File: config.mk
export PLATFORM = sky130hd
export DESIGN_NAME = duty_fader_flat
export DESIGN_NICKNAME = d
export VERILOG_FILES = /design/src/rtl/duty_fader_if.sv /design/src/rtl/duty_fader.sv /design/src/flat_wrapper.sv
export SDC_FILE = /design/constraint.sdc
export NUM_CORES = 1
export LEC_CHECK = 0
export ABC_CLOCK_PERIOD_IN_PS = 4350
export BUFFER_PORTS_ARGS = -buffer_cell sky130_fd_sc_hd__buf_2
export CORE_UTILIZATION = 51
export DETAILED_ROUTE_END_ITERATION = 12
export GPL_ROUTABILITY_DRIVEN = 0
export PLACE_DENSITY = 0.7
export SYNTH_ARGS = -nofsm -noshare
export SYNTH_HDL_FRONTEND = slang
export SYNTH_SLANG_ARGS = --single-unit
File: constraint.sdc
create_clock -name clk -period 4.35 [get_ports clk]
set_clock_uncertainty 0.05 [all_clocks]
set_input_delay 0.6525 -clock clk [delete_from_list [all_inputs] [get_ports clk]]
set_output_delay 0.6525 -clock clk [all_outputs]
set_load 0.01 [all_outputs]
File: src/rtl/duty_fader_if.sv
// Target-set handshake and duty/status outputs of the
// four-channel duty fader.
interface duty_fader_if;
  logic       tgt_valid;
  logic       tgt_ready;
  logic [7:0] tgt0;
  logic [7:0] tgt1;
  logic [7:0] tgt2;
  logic [7:0] tgt3;
  logic [7:0] rate;
  logic [3:0] step;
  logic [7:0] duty0;
  logic [7:0] duty1;
  logic [7:0] duty2;
  logic [7:0] duty3;
  logic       busy;
  logic       done;

  modport master (
    output tgt_valid, tgt0, tgt1, tgt2, tgt3, rate, step,
    input  tgt_ready, duty0, duty1, duty2, duty3, busy, done
  );

  modport slave (
    input  tgt_valid, tgt0, tgt1, tgt2, tgt3, rate, step,
    output tgt_ready, duty0, duty1, duty2, duty3, busy, done
  );
endinterface

File: src/rtl/duty_fader.sv
// Four-channel (R,G,B,W) duty fader: steps each duty toward
// its latched target on a prescaled tick, then pulses done.
module duty_fader (
  input  logic         clk,
  input  logic         reset,
  input  logic         clk_en,
  duty_fader_if.slave  bus
);

  typedef enum logic {IDLE, FADE} state_e;

  state_e          state_q, state_d;
  logic [3:0][7:0] duty_q, duty_d;
  logic [3:0][7:0] tgt_q, tgt_d;
  logic [7:0]      rate_q, rate_d;
  logic [3:0]      step_q, step_d;
  logic [7:0]      pre_q, pre_d;
  logic            busy_q, busy_d;
  logic            done_q, done_d;

  logic [3:0][7:0] tgt_in;
  logic            accept;
  logic            all_eq;
  logic            tick;

  // Gap compare keeps the result clamped at the target.
  function automatic logic [7:0] fade(
    input logic [7:0] cur,
    input logic [7:0] tgt,
    input logic [3:0] stp
  );
    logic [7:0] gap;
    logic [7:0] inc;
    inc = {4'd0, stp};
    gap = 8'd0;
    fade = cur;
    if (cur < tgt) begin
      gap = tgt - cur;
      fade = (gap <= inc) ? tgt : cur + inc;
    end else begin
      gap = cur - tgt;
      fade = (gap <= inc) ? tgt : cur - inc;
    end
  endfunction

  assign tgt_in = {bus.tgt3, bus.tgt2, bus.tgt1, bus.tgt0};
  assign bus.tgt_ready = (state_q == IDLE);
  assign accept = clk_en & bus.tgt_valid & bus.tgt_ready;
  assign all_eq = (duty_q == tgt_q);
  assign tick = (pre_q == rate_q);

  always_comb begin
    state_d = state_q;
    duty_d  = duty_q;
    tgt_d   = tgt_q;
    rate_d  = rate_q;
    step_d  = step_q;
    pre_d   = pre_q;
    done_d  = 1'b0;
    unique case (state_q)
      IDLE: begin
        if (accept) begin
          tgt_d   = tgt_in;
          rate_d  = bus.rate;
          step_d  = (bus.step == 4'd0) ? 4'd1 : bus.step;
          pre_d   = 8'd0;
          state_d = FADE;
        end
      end
      FADE: begin
        if (all_eq) begin
          state_d = IDLE;
          done_d  = 1'b1;
        end else if (tick) begin
          pre_d = 8'd0;
          for (int i = 0; i < 4; i++) begin
            duty_d[i] = fade(duty_q[i], tgt_q[i], step_q);
          end
        end else begin
          pre_d = pre_q + 8'd1;
        end
      end
      default: state_d = IDLE;
    endcase
    busy_d = (state_d == FADE);
  end

  always_ff @(posedge clk) begin
    if (reset) begin
      state_q <= IDLE;
      duty_q  <= '0;
      tgt_q   <= '0;
      rate_q  <= 8'd0;
      step_q  <= 4'd0;
      pre_q   <= 8'd0;
      busy_q  <= 1'b0;
      done_q  <= 1'b0;
    end else if (clk_en) begin
      state_q <= state_d;
      duty_q  <= duty_d;
      tgt_q   <= tgt_d;
      rate_q  <= rate_d;
      step_q  <= step_d;
      pre_q   <= pre_d;
      busy_q  <= busy_d;
      done_q  <= done_d;
    end
  end

  assign bus.duty0 = duty_q[0];
  assign bus.duty1 = duty_q[1];
  assign bus.duty2 = duty_q[2];
  assign bus.duty3 = duty_q[3];
  assign bus.busy  = busy_q;
  assign bus.done  = done_q;

endmodule

File: src/flat_wrapper.sv
// flat-port wrapper written by rule: the top's interface ports become plain ports
module duty_fader_flat 
  (clk, reset, clk_en, bus_tgt_valid, bus_tgt0, bus_tgt1, bus_tgt2, bus_tgt3, bus_rate, bus_step, bus_tgt_ready, bus_duty0, bus_duty1, bus_duty2, bus_duty3, bus_busy, bus_done);
  duty_fader_if bus_i ();
  input  logic clk;
  input  logic reset;
  input  logic clk_en;
  input wire logic [$bits(bus_i.tgt_valid)-1:0] bus_tgt_valid;
  input wire logic [$bits(bus_i.tgt0)-1:0] bus_tgt0;
  input wire logic [$bits(bus_i.tgt1)-1:0] bus_tgt1;
  input wire logic [$bits(bus_i.tgt2)-1:0] bus_tgt2;
  input wire logic [$bits(bus_i.tgt3)-1:0] bus_tgt3;
  input wire logic [$bits(bus_i.rate)-1:0] bus_rate;
  input wire logic [$bits(bus_i.step)-1:0] bus_step;
  output wire logic [$bits(bus_i.tgt_ready)-1:0] bus_tgt_ready;
  output wire logic [$bits(bus_i.duty0)-1:0] bus_duty0;
  output wire logic [$bits(bus_i.duty1)-1:0] bus_duty1;
  output wire logic [$bits(bus_i.duty2)-1:0] bus_duty2;
  output wire logic [$bits(bus_i.duty3)-1:0] bus_duty3;
  output wire logic [$bits(bus_i.busy)-1:0] bus_busy;
  output wire logic [$bits(bus_i.done)-1:0] bus_done;
  assign bus_i.tgt_valid = bus_tgt_valid;
  assign bus_i.tgt0 = bus_tgt0;
  assign bus_i.tgt1 = bus_tgt1;
  assign bus_i.tgt2 = bus_tgt2;
  assign bus_i.tgt3 = bus_tgt3;
  assign bus_i.rate = bus_rate;
  assign bus_i.step = bus_step;
  assign bus_tgt_ready = bus_i.tgt_ready;
  assign bus_duty0 = bus_i.duty0;
  assign bus_duty1 = bus_i.duty1;
  assign bus_duty2 = bus_i.duty2;
  assign bus_duty3 = bus_i.duty3;
  assign bus_busy = bus_i.busy;
  assign bus_done = bus_i.done;
  duty_fader u_core (.clk(clk), .reset(reset), .clk_en(clk_en), .bus(bus_i));
endmodule
==> flow_summary_export.csv <==
group,metric,value,unit
synth,synth_edf_count,0,
synth,syn_avg_cell_area,7.62,um2
finish,num_antenna_cells,0,
pwr,p_leak,4.26,nW
clocking,clk_pin_slew,70,ps
run,maxCapViolCount,0,
sta,finalCritPeriodShare,0.914,
synth,syn_nets,1363,
setup_path,crit_path_start,"u_core.bus.duty1[1]",
pwr,power.density,314,nW/um2
setup_path,cpPeakStageDelay,530,ps
placed_design,portBuffers,82,
floorplanning,dieArea,18100,um2
synth,synth_cell_types,84,
setup_path,start_kind,"register",
drt,drtPass1Iterations,5,
synth,syn_area,8970,um2
synth,ys_seq_area_frac,0.192,
synth,synthFlopType,"dfxtp_1",
drt,viasPerCell,5.95,
setup_path,path_common_cell,"ha_1",
grt,grt.overflow.total,0,
floorplanning,core-area,17200,um2
setup_path,crit_fanout,11,
sta,finalHoldWorstSlack,416,ps
grt,antenna_found_initial,0,
setup_path,crit_type,"reg2reg",
drt,dr.first_iter.drc_count,771,
synth,yosys_register_bits,86,
floorplanning,rows,48,
synth,yosys-top-cells-area,"dfxtp_1, ha_1, a21oi_1",
sta,setup_tns,0,ps
setup_path,path_cells,"inv_1 -> ha_1 -> and2b_1 -> nor3_1 -> nor2_1 -> xor2_1 -> ha_1 -> a21oi_1 -> o21ai_0 -> a211o_1 -> or4_4 -> mux2i_4 -> mux2_2 -> o22ai_1",
floorplanning,floorplan.initialDensity,0.521,
finish,fill_cells,1671,
setup_path,crit_arrival,4220,ps
placed_design,placed_cell_area,9510,um2
sta,hold_viol_final,0,
grt,grt_max_degree,46,
setup_path,crit_required,4590,ps
setup_path,rr_endpoint,"u_core.bus.duty1[0]",
synth,synth_commonest_cells,"nand2_1, ha_1, a21oi_1, inv_1, dfxtp_1",
synth,yosysWarningCount,0,
drt,wl,25800,um
clocking,cts_tree,"built",
sta,worst_slew_pin_slew,1110,ps
setup_path,r2r_start,"u_core.bus.duty1[1]",
clocking,clock-sinks,86,
synth,synth_cells,1178,
clocking,ctsHoldBuffers,0,
sta,max_freq,252,MHz
grt,grt_first_pass_wirelength,40700,um
pwr,power,0.00308,W
sta,setup_viol,0,
grt,grt_usage,0.286,
drt,drt-wirelength-per-cell,17.7,um
drt,drc,0,
synth,synth_top_area_cell,"dfxtp_1",
setup_path,rrSetupSlack,380,ps
sta,rsz0062_at_grt,"no",
clocking,cts_root_buffer,"clkbuf_16",
clocking,post_cts_buffers,0,
clocking,clkLatencyLatePin,360,ps
finish,fin_area,9810,um2
pwr,peakVddDrop,0.206,mV
setup_path,reg2regPathDepth,14,
placed_design,place.detailed.hpwl,19300,um
finish,drive_gt1_frac,0.112,
floorplanning,die-width,135,um
synth,async_reset_ff_frac,0,
clocking,cts-htree-levels,3,
finish,syn2layout_area_growth,9.37,%
synth,yosys.cell_count.top_type,"nand2_1",
status,run_status,"finished clean",
finish,fin_nets,1415,
clocking,cts_resized,0,
setup_path,end_kind,"register",
drt,drtAntennaViolNets,0,
worst_hold_path,hold_class,"reg2reg",
setup_path,crit_end,"u_core.bus.duty1[0]",
synth,synth_top_area_frac,0.192,
clocking,numCtsBuffers,9,
sta,report.final.slew_viol_count,0,
floorplanning,ios,83,
grt,grt_pass1_vias,8106,
setup_path,crit_slowest_cell,"or4_4",
drt,vias,8688,
sta,slew_headroom,0.258,
clocking,clockBufferDepth,2,
sta,fin_crit,3970,ps
floorplanning,die_h,135,um
==> final cells by class <==
cell class                      instances  area (um2)  share of cell area
Clock buffer                           10         239              0.0244
Clock inverter                          6        61.3             0.00625
Inverter                              111         417              0.0425
Multi-Input combinational cell        929        6600               0.673
Sequential cell                        86        1720               0.175
Tap cell                              225         282              0.0287
Timing Repair Buffer                   93         493              0.0502
==> state kept, by name, indices dropped and copies added, names as in the netlist <==
register,count
u_core.tgt_q,32
u_core.bus.duty0,8
u_core.bus.duty1,8
u_core.bus.duty2,8
u_core.bus.duty3,8
u_core.pre_q,8
u_core.rate_q,8
u_core.step_q,4
u_core.bus.done,1
u_core.state_q,1
==> worst max-delay path, delay by kind of cell (launching register included) <==
| kind | cells | cell delay (ps) |
|---|---|---|
| AO/OA/AOI/OAI | 4 | 670 |
| XOR/XNOR | 1 | 150 |
| adder cells (fa/ha/maj) | 2 | 670 |
| buffers and inverters | 1 | 190 |
| flip-flops | 1 | 500 |
| multiplexers | 2 | 600 |
| AND/OR/NAND/NOR | 4 | 1060 |
==> metal layers <==
metal / vias to the layer above / GRT usage / wire (um)
met2: 281 / 0.482 / 12100
met1: 4069 / 0.365 / 11400
met4: 0 / 0.104 / 621
li1: 4295 / - / -
met5: - / 0 / 0
met3: 43 / 0.0477 / 1750
==> layout by cell type (no fill, tap or decap), types with 27 or more instances in the layout <==
master | synthesis | layout
buf_2 | 15 | 82
dfxtp_1 | 86 | 86
a21oi_1 | 111 | 111
inv_1 | 107 | 107
xnor2_1 | 27 | 27
nor2_1 | 77 | 77
ha_1 | 121 | 121
o21ai_0 | 54 | 54
nand2_1 | 145 | 145
nor3_1 | 28 | 28
==> kinds of logic after synthesis <==
group / count (synthesis) / share of synthesized area
simple gates: 382 / 0.203
compound gates: 344 / 0.258
xor+xnor: 50 / 0.0488
flops: 86 / 0.192
buf+inv: 163 / 0.0732
fa+ha+maj: 137 / 0.204
mux: 16 / 0.0208
==> through the flow <==
stage | std cells | util | setup slack, ps
6_report | 1460 | 0.569 | 375
5_1_grt | 1460 | 0.569 | 104
4_1_cts | 1460 | 0.569 | 412
3_5_place_dp | 1444 | 0.552 | 423
3_3_place_gp | 1444 | 0.552 | 539
2_1_floorplan | 1178 | - | 709
==> worst min path at each step <==
stage | end | cells after the start | from | slack, ps
5_1_grt | u_core.rate_q[5] | 2 | u_core.rate_q[5] | 440
3_5_place_dp | u_core.rate_q[5] | 2 | u_core.rate_q[5] | 410
6_report | u_core.rate_q[5] | 2 | u_core.rate_q[5] | 420
3_3_place_gp | u_core.rate_q[5] | 2 | u_core.rate_q[5] | 410
2_1_floorplan | u_core.tgt_q[15] | 2 | u_core.tgt_q[15] | 400
4_1_cts | u_core.rate_q[5] | 2 | u_core.rate_q[5] | 420
==> power by group <==
part	total [W]	switching [W]	internal [W]
combinational	0.00139	0.000821	0.000567
clock	0.000820	0.000361	0.000459
sequential	0.000875	0.0000555	0.000820
(Power assumes the default switching activity.)
